<file path="src/rtl/mips_multicycle_ctrl.sv">
// mips_multicycle_ctrl: Moore control FSM for a multicycle MIPS datapath with a bounded memory wait.
// Define MIPS_CTRL_PERF_CNT_EN to build the cycle/instruction counters; otherwise both count ports read 0.
module mips_multicycle_ctrl #(
  parameter int MEM_WAIT_MAX = 15
) (
  input  logic        clk,
  input  logic        reset,
  input  logic        start,
  input  logic [3:0]  opcode,
  input  logic [2:0]  func,
  input  logic        zero,
  input  logic        mem_ready,
  output logic        pc_write,
  output logic        ir_write,
  output logic        reg_write,
  output logic        mem_read,
  output logic        mem_write,
  output logic        alu_src,
  output logic        reg_dest,
  output logic        mem_to_reg,
  output logic [2:0]  alu_control,
  output logic [2:0]  state,
  output logic        halted,
  output logic        bus_err,
  output logic [31:0] cycle_count,
  output logic [31:0] instr_count
);
  typedef enum logic [2:0] {
    S_IDLE   = 3'd0,
    S_FETCH  = 3'd1,
    S_DECODE = 3'd2,
    S_EXEC   = 3'd3,
    S_MEM    = 3'd4,
    S_WB     = 3'd5,
    S_HALT   = 3'd6
  } state_t;
  localparam logic [7:0] WAIT_LAST = 8'(MEM_WAIT_MAX - 1);
  state_t     r_state, w_next;
  logic [3:0] r_op;
  logic [2:0] r_func;
  logic [7:0] r_wait;
  logic       r_zero, r_bus_err;
  logic       w_rtype, w_imm, w_lw, w_sw, w_beq, w_bne, w_legal, w_taken;
  logic [2:0] w_alu;
  assign w_rtype = r_op == 4'd0;
  assign w_imm   = r_op inside {4'd1, 4'd2, 4'd3, 4'd4};
  assign w_lw    = r_op == 4'd5;
  assign w_sw    = r_op == 4'd6;
  assign w_beq   = r_op == 4'd7;
  assign w_bne   = r_op == 4'd8;
  assign w_legal = opcode <= 4'd8;
  // zero is registered so pc_write stays a pure function of flops
  assign w_taken = (w_beq & r_zero) | (w_bne & ~r_zero);
  assign w_alu   = w_rtype ? r_func :
                   r_op == 4'd2 ? 3'b000 :
                   r_op == 4'd3 ? 3'b001 :
                   r_op == 4'd4 ? 3'b111 :
                   (w_beq | w_bne) ? 3'b110 : 3'b010;
  always_comb begin
    w_next = r_state;
    case (r_state)
      S_IDLE:   if (start) w_next = S_FETCH;
      S_FETCH:  w_next = S_DECODE;
      S_DECODE: if (opcode == 4'hF) w_next = S_HALT;
                else if (w_legal) w_next = S_EXEC;
                else w_next = S_FETCH;
      S_EXEC:   if (w_lw | w_sw) w_next = S_MEM;
                else if (w_beq | w_bne) w_next = S_FETCH;
                else w_next = S_WB;
      S_MEM:    if (mem_ready) w_next = w_lw ? S_WB : S_FETCH;
                else if (r_wait == WAIT_LAST) w_next = S_HALT;
      S_WB:     w_next = S_FETCH;
      S_HALT:   w_next = S_HALT;
      default:  w_next = S_IDLE;
    endcase
  end
  always_ff @(posedge clk) begin
    if (reset) begin
      r_state   <= S_IDLE;
      r_op      <= '0;
      r_func    <= '0;
      r_wait    <= '0;
      r_zero    <= 1'b0;
      r_bus_err <= 1'b0;
    end else begin
      r_state <= w_next;
      r_zero  <= zero;
      if (r_state == S_DECODE) begin
        r_op   <= opcode;
        r_func <= func;
      end
      r_wait <= (r_state == S_MEM && w_next == S_MEM) ? r_wait + 8'd1 : 8'd0;
      if (r_state == S_MEM && w_next == S_HALT) r_bus_err <= 1'b1;
    end
  end
  assign pc_write    = (r_state == S_FETCH) | ((r_state == S_EXEC) & w_taken);
  assign ir_write    = r_state == S_FETCH;
  assign reg_write   = r_state == S_WB;
  assign mem_read    = (r_state == S_MEM) & w_lw;
  assign mem_write   = (r_state == S_MEM) & w_sw;
  assign alu_src     = (r_state == S_EXEC) & (w_imm | w_lw | w_sw);
  assign reg_dest    = (r_state == S_WB) & w_rtype;
  assign mem_to_reg  = (r_state == S_WB) & w_lw;
  assign alu_control = (r_state == S_EXEC) ? w_alu : 3'b000;
  assign state       = r_state;
  assign halted      = r_state == S_HALT;
  assign bus_err     = r_bus_err;
`ifdef MIPS_CTRL_PERF_CNT_EN
  logic [31:0] r_cycles, r_instrs;
  always_ff @(posedge clk) begin
    if (reset) begin
      r_cycles <= '0;
      r_instrs <= '0;
    end else begin
      if (r_state != S_IDLE && r_state != S_HALT) r_cycles <= r_cycles + 32'd1;
      if (w_next == S_FETCH && r_state inside {S_DECODE, S_EXEC, S_MEM, S_WB}) r_instrs <= r_instrs + 32'd1;
    end
  end
  assign cycle_count = r_cycles;
  assign instr_count = r_instrs;
`else
  assign cycle_count = 32'd0;
  assign instr_count = 32'd0;
`endif
endmodule

</file>
<file path="config.mk">
export PLATFORM = sky130hd
export DESIGN_NAME = mips_multicycle_ctrl
export DESIGN_NICKNAME = d
export VERILOG_FILES = /design/src/rtl/mips_multicycle_ctrl.sv
export SDC_FILE = /design/constraint.sdc
export NUM_CORES = 1
export LEC_CHECK = 0
export CAP_MARGIN = 20
export CORE_UTILIZATION = 42
export DETAILED_ROUTE_END_ITERATION = 10
export PLACE_DENSITY = 0.87
export SYNTH_ARGS = -nofsm -noshare
export SYNTH_HDL_FRONTEND = slang
export SYNTH_SLANG_ARGS = --single-unit
export TNS_END_PERCENT = 30
</file>
<file path="constraint.sdc">
create_clock -name clk -period 2.5 [get_ports clk]
set_clock_uncertainty 0.05 [all_clocks]
set_input_delay 0.5 -clock clk [delete_from_list [all_inputs] [get_ports clk]]
set_output_delay 0.5 -clock clk [all_outputs]
set_load 0.05 [all_outputs]
</file>
Word-level counts from Yosys, hierarchy flattened
Cells that the tools add are included.
W data, S select, Z words.
{"block": "op_classes", "addsub": 1, "n_lt_le_gt_ge": 1, "n_eq_ne": 18, "muxes": 15, "n_bitwise": 16, "n_reduce_logical": 6}
{"op": "$mux W3", "n": 13}
{"op": "$pmux W3 S7", "n": 1}
{"op": "$eq A4 B3 Y1 const B", "n": 4}
{"op": "$eq A3 B3 Y1 const B", "n": 5}
{"op": "$add A8 B1 Y8 const B", "n": 1}
{"op": "$and A1 B1 Y1", "n": 8}
{"op": "$eq A4 B2 Y1 const B", "n": 2}
{"op": "$eq A4 B4 Y1 const B", "n": 2}
{"op": "$eq A8 B4 Y1 const B", "n": 1}
{"op": "$eq A3 B2 Y1 const B", "n": 2}
{"op": "$or A1 B1 Y1", "n": 6}
{"op": "$eq A4 B1 Y1 const B", "n": 1}
{"op": "$le A4 B4 Y1 const B", "n": 1}
{"op": "$logic_not A4 Y1", "n": 1}
{"op": "$reduce_bool A4 Y1", "n": 1}
{"op": "$eq A3 B1 Y1 const B", "n": 1}
{"op": "$logic_not A3 Y1", "n": 1}
{"op": "$logic_and A1 B1 Y1", "n": 2}
{"op": "$mux W2", "n": 1}
{"op": "$not A1 Y1", "n": 2}
{"op": "$reduce_or A2 Y1", "n": 1}
{"block": "totals", "regBits": 20, "in_bits": 12, "output_inout_bits": 80, "word_cells": 63}

Logic depth before layout (Yosys ltp)
Gate-level depths: netlist of the first run.
{"block": "logic_depth", "word_depth": 9, "ltp_mapped": 5, "mapped_depth_nobuf": 5}

Least setup slack after synthesis of the first run
Ideal clock, no wire load.
{"block": "synth_timing", "kind": "reg2out", "from": "register r_state[1], in the netlist state[1]", "to": "output alu_src", "t_arrival_ps": 2734, "required_ps": 1950, "slack_ps": -784, "path_stages_with_launch": 4, "n_path_buf": 1, "cell_sequence": "dfxtp_1 -> clkbuf_1 -> nand3b_1 -> nor4_1"}
{"block": "synth_between", "elab_chain_len": 2}
{"element": "from (decl)", "line_no": "38", "rtl": "state_t r_state, w_next;"}
{"element": "from (signal assigned)", "line_no": "86", "rtl": "r_state <= w_next;"}
{"element": "$eq A3 B2 Y1", "line_no": "101", "rtl": "assign alu_src = (r_state == S_EXEC) & (w_imm | w_lw | w_sw);"}
{"element": "$and A1 B1 Y1", "line_no": "101"}
{"element": "to (decl)", "line_no": "18", "rtl": "output logic alu_src,"}
No other way between the ends.

Worst setup path after layout of the first run
{"block": "layout_timing", "from": "register r_state[1], in the netlist state[1]", "to": "output halted"}
{"block": "layout_between", "elab_chain_len": 1}
{"element": "$eq A3 B3 Y1", "line_no": "106", "rtl": "assign halted = r_state == S_HALT;"}
{"element": "to (decl)", "line_no": "23", "rtl": "output logic halted,"}
No other way between the ends.

==> results of run 1 <==
==> layout make-up <==
type,count,area (um2),area share (%)
Multi-Input combinational cell,161,960.9,52.14
Clock buffer,3,41.29,2.240
Timing Repair Buffer,31,335.3,18.19
Sequential cell,20,400.4,21.72
Clock inverter,1,30.03,1.629
Inverter,4,15.01,0.8147
Tap cell,48,60.06,3.259
==> routing by layer <==
layer	part of all wire [%]	up-vias	GRT usage, %	wire length [um]
met5	0	-	0	0
met4	1.5	0	3.611	46
met3	6.0	6	3.521	180
met2	50	58	25.92	1504
met1	42	564	18.00	1259
li1	-	595	-	-
==> per-stage QoR <==
step                      util, %  setup WS, ns
after floorplan                 -       -0.2864
after global placement      47.51        0.4163
after detailed placement    47.51        0.3900
after CTS                   49.43       0.09829
after global routing        49.60       0.09931
final                       49.60        0.1706
==> logic make-up after synthesis <==
logic type | Yosys count
AOI/OAI and AO/OA | 21
xor gates and xnor gates | 5
adders and majority gates | 2
buffers and inverters | 77
DFF | 20
muxes | 8
other | 1
and+or+nand+nor | 61
==> worst max-delay path by stage <==
stage / cells past startpoint / to
after floorplan: 3 / reg_dest
after global placement: 4 / pc_write
after detailed placement: 4 / pc_write
after CTS: 4 / pc_write
after global routing: 2 / halted
final: 2 / halted
==> timing repair <==
item / 4_1_cts / 5_1_grt
endpoints found under the hold margin: 0 / 0
gates resized for setup: 0 / 1
setup endpoints to repair: 0 / 2
==> registers in the layout, indices dropped and copies added, names as in the netlist <==
register  count
state         3
bus_err       1
r_func        3
r_op          4
r_wait        8
r_zero        1
==> worst max-delay path: stages (launching register included) <==
cell             delay (ns)
dfxtp_1                0.51
and3b_1                0.21
clkdlybuf4s50_1        0.79
==> synth_stat cells (2+ instances only) <==
cell type,count
nor3b_1,3
a21oi_1,2
dfxtp_1,20
nor2b_1,2
a211oi_2,3
xor2_1,3
ha_1,2
inv_1,4
nand3_1,4
and3_1,2
and3b_1,2
nand2b_1,2
xnor2_1,2
buf_2,2
mux2i_1,8
o21ai_0,5
nor2_1,15
clkbuf_1,6
nand3b_1,2
buf_4,64
or3_1,5
a211oi_1,4
nor4_1,3
nand2_1,3
nor3_1,6
nor3_2,3
==> power by group <==
group          internal (mW)  switching [mW]  total (mW)
combinational         0.0880           0.307       0.395
clock                  0.214           0.112       0.326
sequential             0.332          0.0280       0.360
total                  0.633           0.447        1.08
==> results by group, run 1 <==
Final layout
  – Most common cell after layout, fill and taps aside: conb_1
  – Fin area: 1843 um2
  – Finished Layout Cells: 268
  – Layout cell share with drive strength beyond 1: 15.00%
  – Fin nets: 235
  – Antenna cell count: 0
  – Fillers: 367
  – Most frequent cells in the layout: 64 x conb_1, 20 x dfxtp_1, 16 x clkdlybuf4s50_1
  – Area delta synth->final: 12.36%

Drt
  – TritonRoute pass-1 iters: 4
  – DR DRC count: 0
  – Wire per inst: 11.16 um
  – Final ANT Viol Nets: 0
  – Drt via density: 4.563
  – Total Wirelength: 2990 um
  – 1st-iter DRT viols: 62
  – Vias: 1223

Power and ir drop
  – Worst IR Drop VDD: 370.0 uV
  – Final Power: 1.081 mW
  – Pwr dens: 586.4 nW/um2
  – Leakage: 0.7525 nW

Floorplanning
  – Die span in x: 64.50 um
  – Die Area: 4160 um2
  – Row count: 22
  – # IOs: 92
  – Die Span Y: 64.50 um
  – CORE AREA: 3716 um2
  – Starting Density: 44.14%

Logic synthesis
  – Post-synth ARST share: 0%
  – Post-synthesis mux area share: 4.882%
  – Simple-gate share of the synthesized area: 23.34%
  – Sequential share of the synthesized area: 24.41%
  – Flop and latch count out of synthesis: 20
  – Post-Synth Adder-Cell Area: 1.526%
  – Yosys cell types: 44
  – Cell taking the most area after synthesis: buf_4
  – Post-synth EDFFs: 0
  – Syn Std Cell Area: 1640 um2
  – Ys Warns: 0
  – Synth Area in Compound Gates: 10.07%
  – Syn Area/Cell: 8.412 um2
  – Post-Synthesis Cells: 195
  – Largest family of logic cells by synthesized area: buffers and inverters
  – Primary FF master, synth: dfxtp_1
  – Synth area leaders: buf_4 29%, dfxtp_1 24%, mux2i_1 4.9%, nor2_1 3.4%, a211oi_2 2.3%
  – XOR/XNOR Fraction of Synth Area: 2.670%
  – Share of the synthesized area in the top cell type: 29.29%

Setup path
  – Crit path capture type: output port
  – Crit path max fanout: 9
  – Reg2reg path depth: 3
  – CP required: 1.95 ns
  – RR Endpoint: r_wait[1]$_SDFF_PP0_
  – Reg2reg setup slack: 0.73 ns
  – Reg2Reg Launch Point: state[2]$_SDFF_PP0_
  – CP startpoint: state[1]$_SDFF_PP0_
  – CP Class: flip-flop to output port
  – Critical path arrival: 1.78 ns
  – Critical Path Start Type: flip-flop

Clocking
  – CTS sink count: 20
  – H-tree depth: 1
  – Clock latency on the worst-skew pair: 0.26 ns
  – Worst-path clk slew: 0.08 ns
  – CTS Hold Buffers Added: 0
  – Num CTS Buffers: 3
  – Clock root cell: clkbuf_8
  – CTS tree: done
  – CTS max path bufs: 2
  – Post CTS Setup Buffer Count: 0

STA
  – Final period utilization: 93.17%
  – Worst relative slew slack: 51.92%
  – Hold Violations, Final: 0
  – RSZ-0062 raised after global routing: no
  – Max Clk Rate: 429.3 MHz
  – Final Max Slew Viols: 0
  – Setup_tns: 0 ns
  – Final hold slack: 0.4491 ns
  – Tmin final: 2.329 ns
  – Tightest Pin Transition: 0.7159 ns
  – Final Setup Violations: 0

Worst hold path
  – Hold Path Sink: r_func[0]$_SDFFE_PP0N_
  – HP Class: flip-flop to flip-flop
  – Hold depth: 2
  – Worst hold path startpoint: r_func[0]$_SDFFE_PP0N_

Global routing
  – Largest net degree at the start of global routing: 15
  – Number of global-route vias before repair: 1083
  – First-pass GRT wire length: 4850 um
  – Total track usage: 14.77%
  – GR Overflow Total: 0
  – Initial antenna violation count: 0

Placement
  – DP HPWL: 2273 um
  – Placer Congestion: 0.8396
  – PortBufs: 27
  – Placed cells: 264
  – DP Area: 1765 um2

Run status
  – Outcome: completed

Run
  – Max Cap Viol: 0
(Power assumes the default switching activity.)
==> inputs of run 2 (changes only) <==
--- a/config.mk
+++ b/config.mk
@@ -9,7 +9,7 @@
 export CORE_UTILIZATION = 42
 export DETAILED_ROUTE_END_ITERATION = 10
 export PLACE_DENSITY = 0.87
+export SKIP_CTS_REPAIR_TIMING = 1
 export SYNTH_ARGS = -nofsm -noshare
 export SYNTH_HDL_FRONTEND = slang
 export SYNTH_SLANG_ARGS = --single-unit
-export TNS_END_PERCENT = 30
==> results by group, run 2 (same netlist as run 1, synthesis figures left out) <==
Floorplanning
  – Starting Density: 44.14%
  – Die span in x: 64.50 um
  – # IOs: 92
  – Die Area: 4160 um2
  – Row count: 22
  – CORE AREA: 3716 um2
  – Die Span Y: 64.50 um

Power and ir drop
  – Leakage: 0.7795 nW
  – Final Power: 1.089 mW
  – Worst IR Drop VDD: 352.6 uV
  – Pwr dens: 583.6 nW/um2

Clocking
  – CTS max path bufs: 2
  – CTS tree: done
  – CTS sink count: 20
  – Num CTS Buffers: 3
  – Clock latency on the worst-skew pair: 0.27 ns
  – Clock root cell: clkbuf_8
  – Worst-path clk slew: 0.08 ns
  – H-tree depth: 1

STA
  – Final Setup Violations: 0
  – Setup_tns: 0 ns
  – Setup ws final: 0.1342 ns
  – Tightest Pin Transition: 0.7026 ns
  – Max Clk Rate: 422.7 MHz
  – Hold Violations, Final: 0
  – Final period utilization: 94.63%
  – Worst relative slew slack: 52.81%
  – Final Max Slew Viols: 0
  – Tmin final: 2.366 ns
  – Final hold slack: 0.4408 ns

Drt
  – Vias: 1203
  – Total Wirelength: 3020 um
  – Wire per inst: 11.23 um
  – Drt via density: 4.472
  – DR DRC count: 0
  – TritonRoute pass-1 iters: 4
  – 1st-iter DRT viols: 37
  – Final ANT Viol Nets: 0

Final layout
  – Area delta synth->final: 13.81%
  – Fillers: 371
  – Largest regs: r_wait: 8 flops, r_op: 4 flops
  – Max FFs per register: 8
  – Antenna cell count: 0
  – Fin nets: 236
  – Layout cell share with drive strength beyond 1: 15.84%
  – Finished Layout Cells: 269
  – Most common cell after layout, fill and taps aside: conb_1
  – Biggest register: r_wait
  – Most frequent cells in the layout: 64 x conb_1, 20 x dfxtp_1, 15 x nor2_1, 15 x clkdlybuf4s50_1, 11 x buf_4

Setup path
  – Crit path max fanout: 12
  – CP required: 1.95 ns
  – Critical Path Start Type: flip-flop
  – CP Class: flip-flop to output port
  – Critical path arrival: 1.82 ns
  – Crit path capture type: output port

Placement
  – PortBufs: 27
  – Placed cells: 265
  – Pre-CTS WS: 0.3221 ns
  – DP HPWL: 2306 um
  – Placer Congestion: 0.8089

Global routing
  – Total track usage: 14.86%
  – Grt met2 use: 25.66%
  – Initial antenna violation count: 0
  – Number of global-route vias before repair: 1025
  – Most crowded layer after global routing: met2
  – GR Overflow Total: 0
  – Largest net degree at the start of global routing: 15
  – Met1 Usage GRT: 17.29%
  – First-pass GRT wire length: 4747 um
  – GR Util met3: 4.754%

Worst hold path
  – HP Class: flip-flop to flip-flop

Run
  – Max Cap Viol: 0

Run status
  – Outcome: completed
==> run 2: where the power goes <==
group	switching, mW	internal, mW	total, mW	leakage, nW
clock	0.120	0.214	0.334	0.0357
sequential	0.0272	0.332	0.359	0.162
combinational	0.308	0.0879	0.396	0.582
==> run 2: routing by layer <==
| layer | vias to the layer above | part of all wire, % |
|---|---|---|
| met5 | - | 0 |
| met4 | 0 | 1.4 |
| met3 | 4 | 6.0 |
| met2 | 45 | 50 |
| met1 | 559 | 43 |
| li1 | 595 | - |
==> run 2: final cells by class <==
| cell class | instances | area [um2] | area share [%] |
|---|---|---|---|
| Multi-Input combinational cell | 161 | 974.7 | 52.21 |
| Clock inverter | 1 | 30.03 | 1.609 |
| Timing Repair Buffer | 32 | 345.3 | 18.50 |
| Inverter | 4 | 15.01 | 0.8043 |
| Clock buffer | 3 | 41.29 | 2.212 |
| Tap cell | 48 | 60.06 | 3.217 |
| Sequential cell | 20 | 400.4 | 21.45 |
==> run 2: per-stage QoR <==
step                instance area (um2)  util (%)
finish                             1867     50.24
global placement                   1787     48.08
floorplan                          1908         -
detailed placement                 1787     48.08
CTS                                1858     50.00
global route                       1867     50.24
==> run 2: path summary, 6_finish.rpt <==
kind / start / endpoint / slack [ns] / cells after the start
worst max-delay path: r_op[0]$_SDFFE_PP0N_ / pc_write / 0.13 / 4
worst max register to register: state[2]$_SDFF_PP0_ / r_wait[6]$_SDFF_PP0_ / 0.70 / 3
worst min register to register: r_func[0]$_SDFFE_PP0N_ / r_func[0]$_SDFFE_PP0N_ / 0.44 / 2
worst min-delay path: r_func[0]$_SDFFE_PP0N_ / r_func[0]$_SDFFE_PP0N_ / 0.44 / 2
==> run 2: worst max-delay path: stages (launching register included) <==
cell and delay (ns):
dfxtp_1 0.45, nor4b_2 0.48, mux2i_1 0.16, a21oi_1 0.28
buf_12 0.18
==> inputs of run 3 (changes only) <==
--- a/config.mk
+++ b/config.mk
@@ -6,6 +6,7 @@
 export NUM_CORES = 1
 export LEC_CHECK = 0
 export CAP_MARGIN = 20
+export CORE_MARGIN = 2
 export CORE_UTILIZATION = 42
 export DETAILED_ROUTE_END_ITERATION = 10
 export PLACE_DENSITY = 0.87
==> results by group, run 3 (same netlist as run 1, synthesis figures left out) <==
Final layout
  – Fin nets: 236
  – Layout cell share with drive strength beyond 1: 15.84%
  – Fillers: 370
  – Biggest register: r_wait
  – Antenna cell count: 0
  – Area delta synth->final: 13.65%
  – Max FFs per register: 8
  – Util after Layout: 50.17%
  – Largest regs: r_wait: 8 flops, r_op: 4 flops
  – Most common cell after layout, fill and taps aside: conb_1
  – Most frequent cells in the layout: 64 x conb_1, 20 x dfxtp_1, 16 x clkdlybuf4s50_1

Global routing
  – Largest net degree at the start of global routing: 15
  – GR Overflow Total: 0
  – Number of global-route vias before repair: 1047
  – Total track usage: 13.91%
  – First-pass GRT wire length: 4678 um
  – Initial antenna violation count: 0

STA
  – Tmin final: 2.307 ns
  – Final Max Slew Viols: 0
  – Final period utilization: 92.27%
  – Hold Violations, Final: 0
  – Final Setup Violations: 0
  – RSZ-0062 raised after global routing: no
  – Max Clk Rate: 433.5 MHz
  – Worst relative slew slack: 53.41%
  – Tightest Pin Transition: 0.6936 ns
  – Setup_tns: 0 ns

Floorplanning
  – Die span in x: 66.50 um
  – CORE AREA: 3716 um2
  – Row count: 22
  – Die Area: 4422 um2
  – Die Span Y: 66.50 um
  – Starting Density: 44.14%
  – # IOs: 92

Setup path
  – Crit path cell chain: and3b_1 > clkdlybuf4s50_1
  – Critical path arrival: 1.76 ns
  – Crit path capture type: output port
  – CP delay by family, top: buffers and inverters
  – Critical Path Start Type: flip-flop
  – Worst path buffer plus inverter count: 1
  – CP Class: flip-flop to output port
  – Worst path slowest cell: clkdlybuf4s50_1
  – Crit path max fanout: 7
  – Max incr delay on CP: 0.80 ns
  – CP required: 1.95 ns

Power and ir drop
  – Worst IR Drop VDD: 285.0 uV
  – Final Power: 1.081 mW
  – Pwr dens: 580.0 nW/um2
  – Leakage: 0.7606 nW

Clocking
  – H-tree depth: 1
  – CTS sink count: 20
  – CTS max path bufs: 2
  – Clock root cell: clkbuf_8
  – Num CTS Buffers: 3
  – Clock latency on the worst-skew pair: 0.26 ns
  – Worst-path clk slew: 0.08 ns
  – CTS tree: done

Placement
  – Placer Congestion: 0.8674
  – DP HPWL: 2368 um
  – PortBufs: 27

Drt
  – Wire per inst: 11.29 um
  – DR DRC count: 0
  – Final ANT Viol Nets: 0
  – TritonRoute pass-1 iters: 4
  – Vias: 1195
  – Drt via density: 4.442
  – 1st-iter DRT viols: 51
  – Total Wirelength: 3036 um

Worst hold path
  – HP Class: flip-flop to flip-flop

Run status
  – Outcome: completed

Run
  – Max Cap Viol: 0
==> run 3: area by class of cell <==
type	instances	area [um2]	share of cell area, %
repair buffers	32	342.8	18.39
clock inverters	1	30.03	1.611
clock buffers	3	41.29	2.215
multi-input cells	161	974.7	52.28
flip-flops and latches	20	400.4	21.48
well taps	48	60.06	3.221
inverters	4	15.01	0.8054
==> run 3: worst reg2reg max path, cell delays in order (launching register included) <==
cell	delay, ns
dfxtp_1	0.47
or3b_4	0.45
or3_1	0.50
a211oi_2	0.24
==> run 3: worst paths after layout <==
kind                            cells past startpoint  slack, ns                      to                   start
worst max-delay path                                2       0.19                  halted     state[2]$_SDFF_PP0_
worst min-delay path                                2       0.45  r_func[0]$_SDFFE_PP0N_  r_func[0]$_SDFFE_PP0N_
worst max register to register                      3       0.72    r_wait[6]$_SDFF_PP0_     state[2]$_SDFF_PP0_
worst min register to register                      2       0.45  r_func[0]$_SDFFE_PP0N_  r_func[0]$_SDFFE_PP0N_
==> run 3: power breakdown <==
| group | total [mW] | internal (mW) | switching (mW) |
|---|---|---|---|
| Combinational | 0.403 | 0.0897 | 0.313 |
| Clock | 0.323 | 0.214 | 0.110 |
| Sequential | 0.355 | 0.332 | 0.0234 |
| Total | 1.08 | 0.635 | 0.446 |
==> run 3: layer usage <==
layer / track usage [%] / vias up / share of wire [%]
met5: 0 / - / 0
met4: 3.061 / 0 / 0.72
met3: 4.561 / 2 / 7.4
met2: 23.75 / 50 / 50
met1: 16.91 / 546 / 42
li1: - / 597 / -
==> run 3: metrics by stage <==
step	area (um2)	instances	worst slack (ns)	hold WS [ns]
after floorplan	1908	258	-0.2372	0.4047
after global placement	1787	265	0.4309	0.4261
after detailed placement	1787	265	0.3622	0.4380
after CTS	1858	269	0.06431	0.4551
after global routing	1864	269	0.1352	0.4923
final	1864	269	0.1933	0.4462
==> patch 1 (settings of run 1) <==
Build with the macro `MIPS_CTRL_PERF_CNT_EN` defined.
--- a/src/rtl/mips_multicycle_ctrl.sv
+++ b/src/rtl/mips_multicycle_ctrl.sv
@@ -2,2 +2,4 @@
 // Define MIPS_CTRL_PERF_CNT_EN to build the cycle/instruction counters; otherwise both count ports read 0.
+`define MIPS_CTRL_PERF_CNT_EN
+
 module mips_multicycle_ctrl #(
Formal check against the unedited RTL: not equivalent (Yosys sat finds a counterexample within 4 cycles, from zero or initial values and one cycle with reset high).
==> patch 1 against run 1 <==
- critical path depth rose by 6
- highest routed layer unchanged
- cell area rose to 3.3 times the old value
- area after synthesis rose to 2.8 times the old value
- register-to-register slack got worse by 0.56 ns
- worst setup slack got worse by 0.12 ns
- power rose to 2.7 times the old value
- sequential cell count rose by 64
- largest power group is now registers
- via count rose to 3.6 times the old value
- core utilization rose by 8.3 points
- wire length rose to 3.9 times the old value
- clock power rose to 3.2 times the old value
==> patch 1: results (changes against run 1) <==
Port Buffers -> 91 (was 27)
Clk_lat worst skew -> 0.35 ns (was 0.26 ns)
Comb power frac -> 17.2% (was 36.6%)
Reg2reg setup slack -> 0.17 ns (was 0.73 ns)
Sequential power share -> 47.6% (was 33.3%)
Synth Area in XOR/XNOR -> 4.595% (was 2.670%)
Number of global-route vias before repair -> 4,229 (was 1,083)
CP endpoint kind -> register (was output port)
Crit path largest cell delay -> 0.43 ns (was 0.79 ns)
Final Critical Period -> 2.450 ns (was 2.329 ns)
Vias/cell -> 5.661 (was 4.563)
Synth Area in Compound Gates -> 9.053% (was 10.07%)
Least-Margin Pin Slew -> 0.5563 ns (was 0.7159 ns)
Leakage -> 2.052 nW (was 0.7525 nW)
Hold Path Stages -> 1 (was 2)
Fraction of layout cells with a size suffix above 1 -> 15.55% (was 15.00%)
Final WL -> 11,550 um (was 2990 um)
Syn Area/Cell -> 8.374 um2 (was 8.412 um2)
Hold slack -> 0.4304 ns (was 0.4491 ns)
CTS buffer count -> 9 (was 3)
Max Fanout on Critical Path -> 34 (was 9)
Sequential share of the synthesized area -> 36.98% (was 24.41%)
1st-pass router iterations -> 6 (was 4)
Reg2Reg Capture Point -> instr_count[8]$_SDFFE_PP0P_ (was r_wait[1]$_SDFF_PP0_)
Post-synth cell types -> 59 (was 44)
GRT Total Usage -> 21.30% (was 14.77%)
Post-synthesis mux area share -> 8.943% (was 4.882%)
Crit. Startpoint -> opcode[3] (was state[1]$_SDFF_PP0_)
Largest net degree at the start of global routing -> 56 (was 15)
H-tree depth -> 3 (was 1)
Peak VDD IR -> 0.0003380 V (was 0.0003700 V)
First-pass GRT wire length -> 19,700 um (was 4850 um)
Crit path DAT -> 2.64 ns (was 1.78 ns)
Post-Place Cell Area -> 5814 um2 (was 1765 um2)
Placement Setup Slack -> -0.3094 ns (was 0.3900 ns)
RD Place Congestion -> 0.8486 (was 0.8396)
Hold path startpoint -> r_wait[0]$_SDFF_PP0_ (was r_func[0]$_SDFFE_PP0N_)
Worst reg-to-reg path cell count -> 6 (was 3)
Inst Count DP -> 764 (was 264)
Status -> finished clean (unchanged)
Initial DRC count -> 247 (was 62)
Worst Hold End -> r_wait[0]$_SDFF_PP0_ (was r_func[0]$_SDFFE_PP0N_)
[patch 1: cell types whose count changed after synthesis, moves of 8 or more]
cell	run 1	this run
nand4_1	1	20
o31ai_1	0	8
dfxtp_1	20	84
inv_1	4	18
a21oi_1	2	23
xnor2_1	2	15
nand2_1	3	31
buf_4	64	2
nor4_1	3	33
nand3_1	4	29
clkbuf_1	6	17
nor2b_1	2	32
mux2_2	0	25
nor2_1	15	72
[patch 1: repair_timing]
action	4_1_cts	5_1_grt
resized for setup	0	4
hold buffers	0	0
endpoints found under the setup margin	0	7
[patch 1: cell type report]
cell class	instances	area, um2
timing repair buffer	118	1251
clock buffer	11	131.4
multi-input combinational	408	2653
sequential	84	1684
fill	924	4384
clock inverter	4	75.07
tap	136	170.2
inverter	18	67.56
[patch 1: routing by layer]
layer  track usage [%]  vias to the layer above  part of all wire (%)
li1                  -                     2146                     -
met1             25.30                     2103                    42
met2             38.24                      152                    51
met3             5.334                        9                   6.0
met4             5.159                        0                  0.66
met5                 0                        -                     0
==> patch 2 (config.mk and constraints of run 1) <==
Without the edit above. Put one more register stage on the output `bus_err`. The value now appears one clock later. The other outputs are not delayed to match.
--- a/src/rtl/mips_multicycle_ctrl.sv
+++ b/src/rtl/mips_multicycle_ctrl.sv
@@ -106,3 +106,5 @@
   assign halted      = r_state == S_HALT;
-  assign bus_err     = r_bus_err;
+  always_ff @(posedge clk) begin
+    bus_err <= r_bus_err;
+  end
 `ifdef MIPS_CTRL_PERF_CNT_EN
Behaviour: same outputs for any inputs over 10 cycles, from zero or initial values and one cycle with reset high; that may be too few to reach the edited logic, so the function may still have changed.
==> patch 2 against run 1 <==
- clock power down 30%
- register-to-register slack lost 0.11 ns
- area after synthesis is 1.2% higher
- synthesized cell count rose by 0.51%
- cell count up 0.37%
- wire length down 0.47%
- sequential cell count up 1
- worst setup slack got worse by 0.024 ns
- power is 7.9% lower
- cell area fell by 0.48%
- critical endpoint is now pc_write
- largest cell class unchanged
==> patch 2: results (changes against run 1) <==
Status -> finished clean (unchanged)
Root Driver -> clkbuf_8 (unchanged)
Number of global-route vias before repair -> 1,050 (was 1,083)
Slowest CP cell -> nor4b_1 (was clkdlybuf4s50_1)
Largest net degree at the start of global routing -> 15 (unchanged)
Post-Place Cell Area -> 1785 um2 (was 1765 um2)
Area contributors post-synth -> buf_4 29%, dfxtp_1 25%, mux2i_1 4.8% (was buf_4 29%, dfxtp_1 24%, mux2i_1 4.9%)
Final Critical Period -> 2.353 ns (was 2.329 ns)
Register clock-pin slew on the reported worst setup and hold paths -> 0.08 ns (about the same)
Dominant synthesized flop cell -> dfxtp_1 (unchanged)
# diodes -> 0 (unchanged)
Sequential share of the synthesized area -> 25.32% (was 24.41%)
Post-synth cell types -> 44 (unchanged)
1st-pass router iterations -> 4 (unchanged)
Max Fanout on Critical Path -> 12 (was 9)
Crit path DAT -> 1.80 ns (was 1.78 ns)
Least-Margin Pin Slew -> 0.7012 ns (was 0.7159 ns)
Nets@finish -> 236 (was 235)
M2 GR Usage -> 25.65% (was 25.92%)
Leakage -> 0.7669 nW (was 0.7525 nW)
Hold Path Class -> reg2reg (unchanged)
Vias/cell -> 4.439 (was 4.563)
Post-synth ARST share -> 0% (unchanged)
Hold slack -> 0.3236 ns (was 0.4491 ns)
Crit path max-delay family -> simple AND/OR/NAND/NOR gates (was buffers and inverters)
Max Root-Sink Buffers -> 2 (unchanged)
RD Place Congestion -> 0.8302 (was 0.8396)
Fin cells -> 269 (was 268)
Fraction of layout cells with a size suffix above 1 -> 14.48% (was 15.00%)
Peak VDD IR -> 0.0003882 V (was 0.0003700 V)
Initial DRC count -> 43 (was 62)
M1 GR Usage -> 16.84% (was 18.00%)
WL/cell -> 11.06 um (was 11.16 um)
Cells after synthesis -> 196 (was 195)
Post-DP HPWL -> 2255 um (was 2273 um)
Reg2reg setup slack -> 0.62 ns (was 0.73 ns)
Port Buffers -> 27 (unchanged)
Top cells by count, synth -> 64 x buf_4, 21 x dfxtp_1, 15 x nor2_1 (was 64 x buf_4, 20 x dfxtp_1, 15 x nor2_1)
H-tree depth -> 1 (unchanged)
First-pass GRT wire length -> 4767 um (was 4850 um)
Placement Setup Slack -> 0.3843 ns (was 0.3900 ns)
GR Layer Usage met3 -> 5.106% (was 3.521%)
GRT Total Usage -> 14.67% (was 14.77%)
Crit path largest cell delay -> 0.52 ns (was 0.79 ns)
Biggest regs -> r_wait (8), r_op (4) (unchanged)
## patch 2: cell count changes after synthesis
| cell | before | now |
|---|---|---|
| dfxtp_1 | 20 | 21 |
## patch 2: worst register-to-register path, cell delays in order, from the launching register on
cell	delay (ns)
dfxtp_1	0.55
or3b_4	0.47
or3_1	0.50
a211oi_2	0.24
## patch 2: final timing paths
path / from / endpoint / cells after the start
min reg2reg: r_bus_err$_SDFFE_PP0P_ / bus_err$_DFF_P_ / 0
max reg2reg: state[2]$_SDFF_PP0_ / r_wait[6]$_SDFF_PP0_ / 3
min: r_bus_err$_SDFFE_PP0P_ / bus_err$_DFF_P_ / 0
max: r_op[1]$_SDFFE_PP0N_ / pc_write / 4
## patch 2: metal layers
metal  share of wire (%)  wire (um)  up-vias
li1                    -          -      592
met1                  41       1211      547
met2                  52       1538       53
met3                 6.8        203        2
met4                0.74         22        0
met5                   0          0        -
## patch 2: power by group
part           internal [mW]  total [mW]  switching (mW)
Sequential             0.347       0.371          0.0240
Combinational         0.0868       0.397           0.310
Clock                  0.111       0.228           0.116
## patch 2: cell families after synthesis
logic type | Yosys count | synth area share [%]
AOI/OAI and AO/OA | 21 | 9.948
DFF | 21 | 25.32
other | 1 | 0.2259
and+or+nand+nor | 61 | 23.06
muxes | 8 | 4.823
xor gates and xnor gates | 5 | 2.638
buffers and inverters | 77 | 32.48
adders and majority gates | 2 | 1.507
## patch 2: repair_timing
item | in CTS | in global routing
endpoints found under the setup margin | 0 | 1
gates resized for setup | 0 | 1
buffers inserted | 0 | 0
## patch 2: cell type report
cell class	instances	area, um2
Multi-Input combinational cell	161	954.7
Clock buffer	3	41.29
Sequential cell	21	420.4
Inverter	4	15.01
Tap cell	48	60.06
Clock inverter	1	5.005
Fill cell	364	1882
Timing Repair Buffer	31	337.8
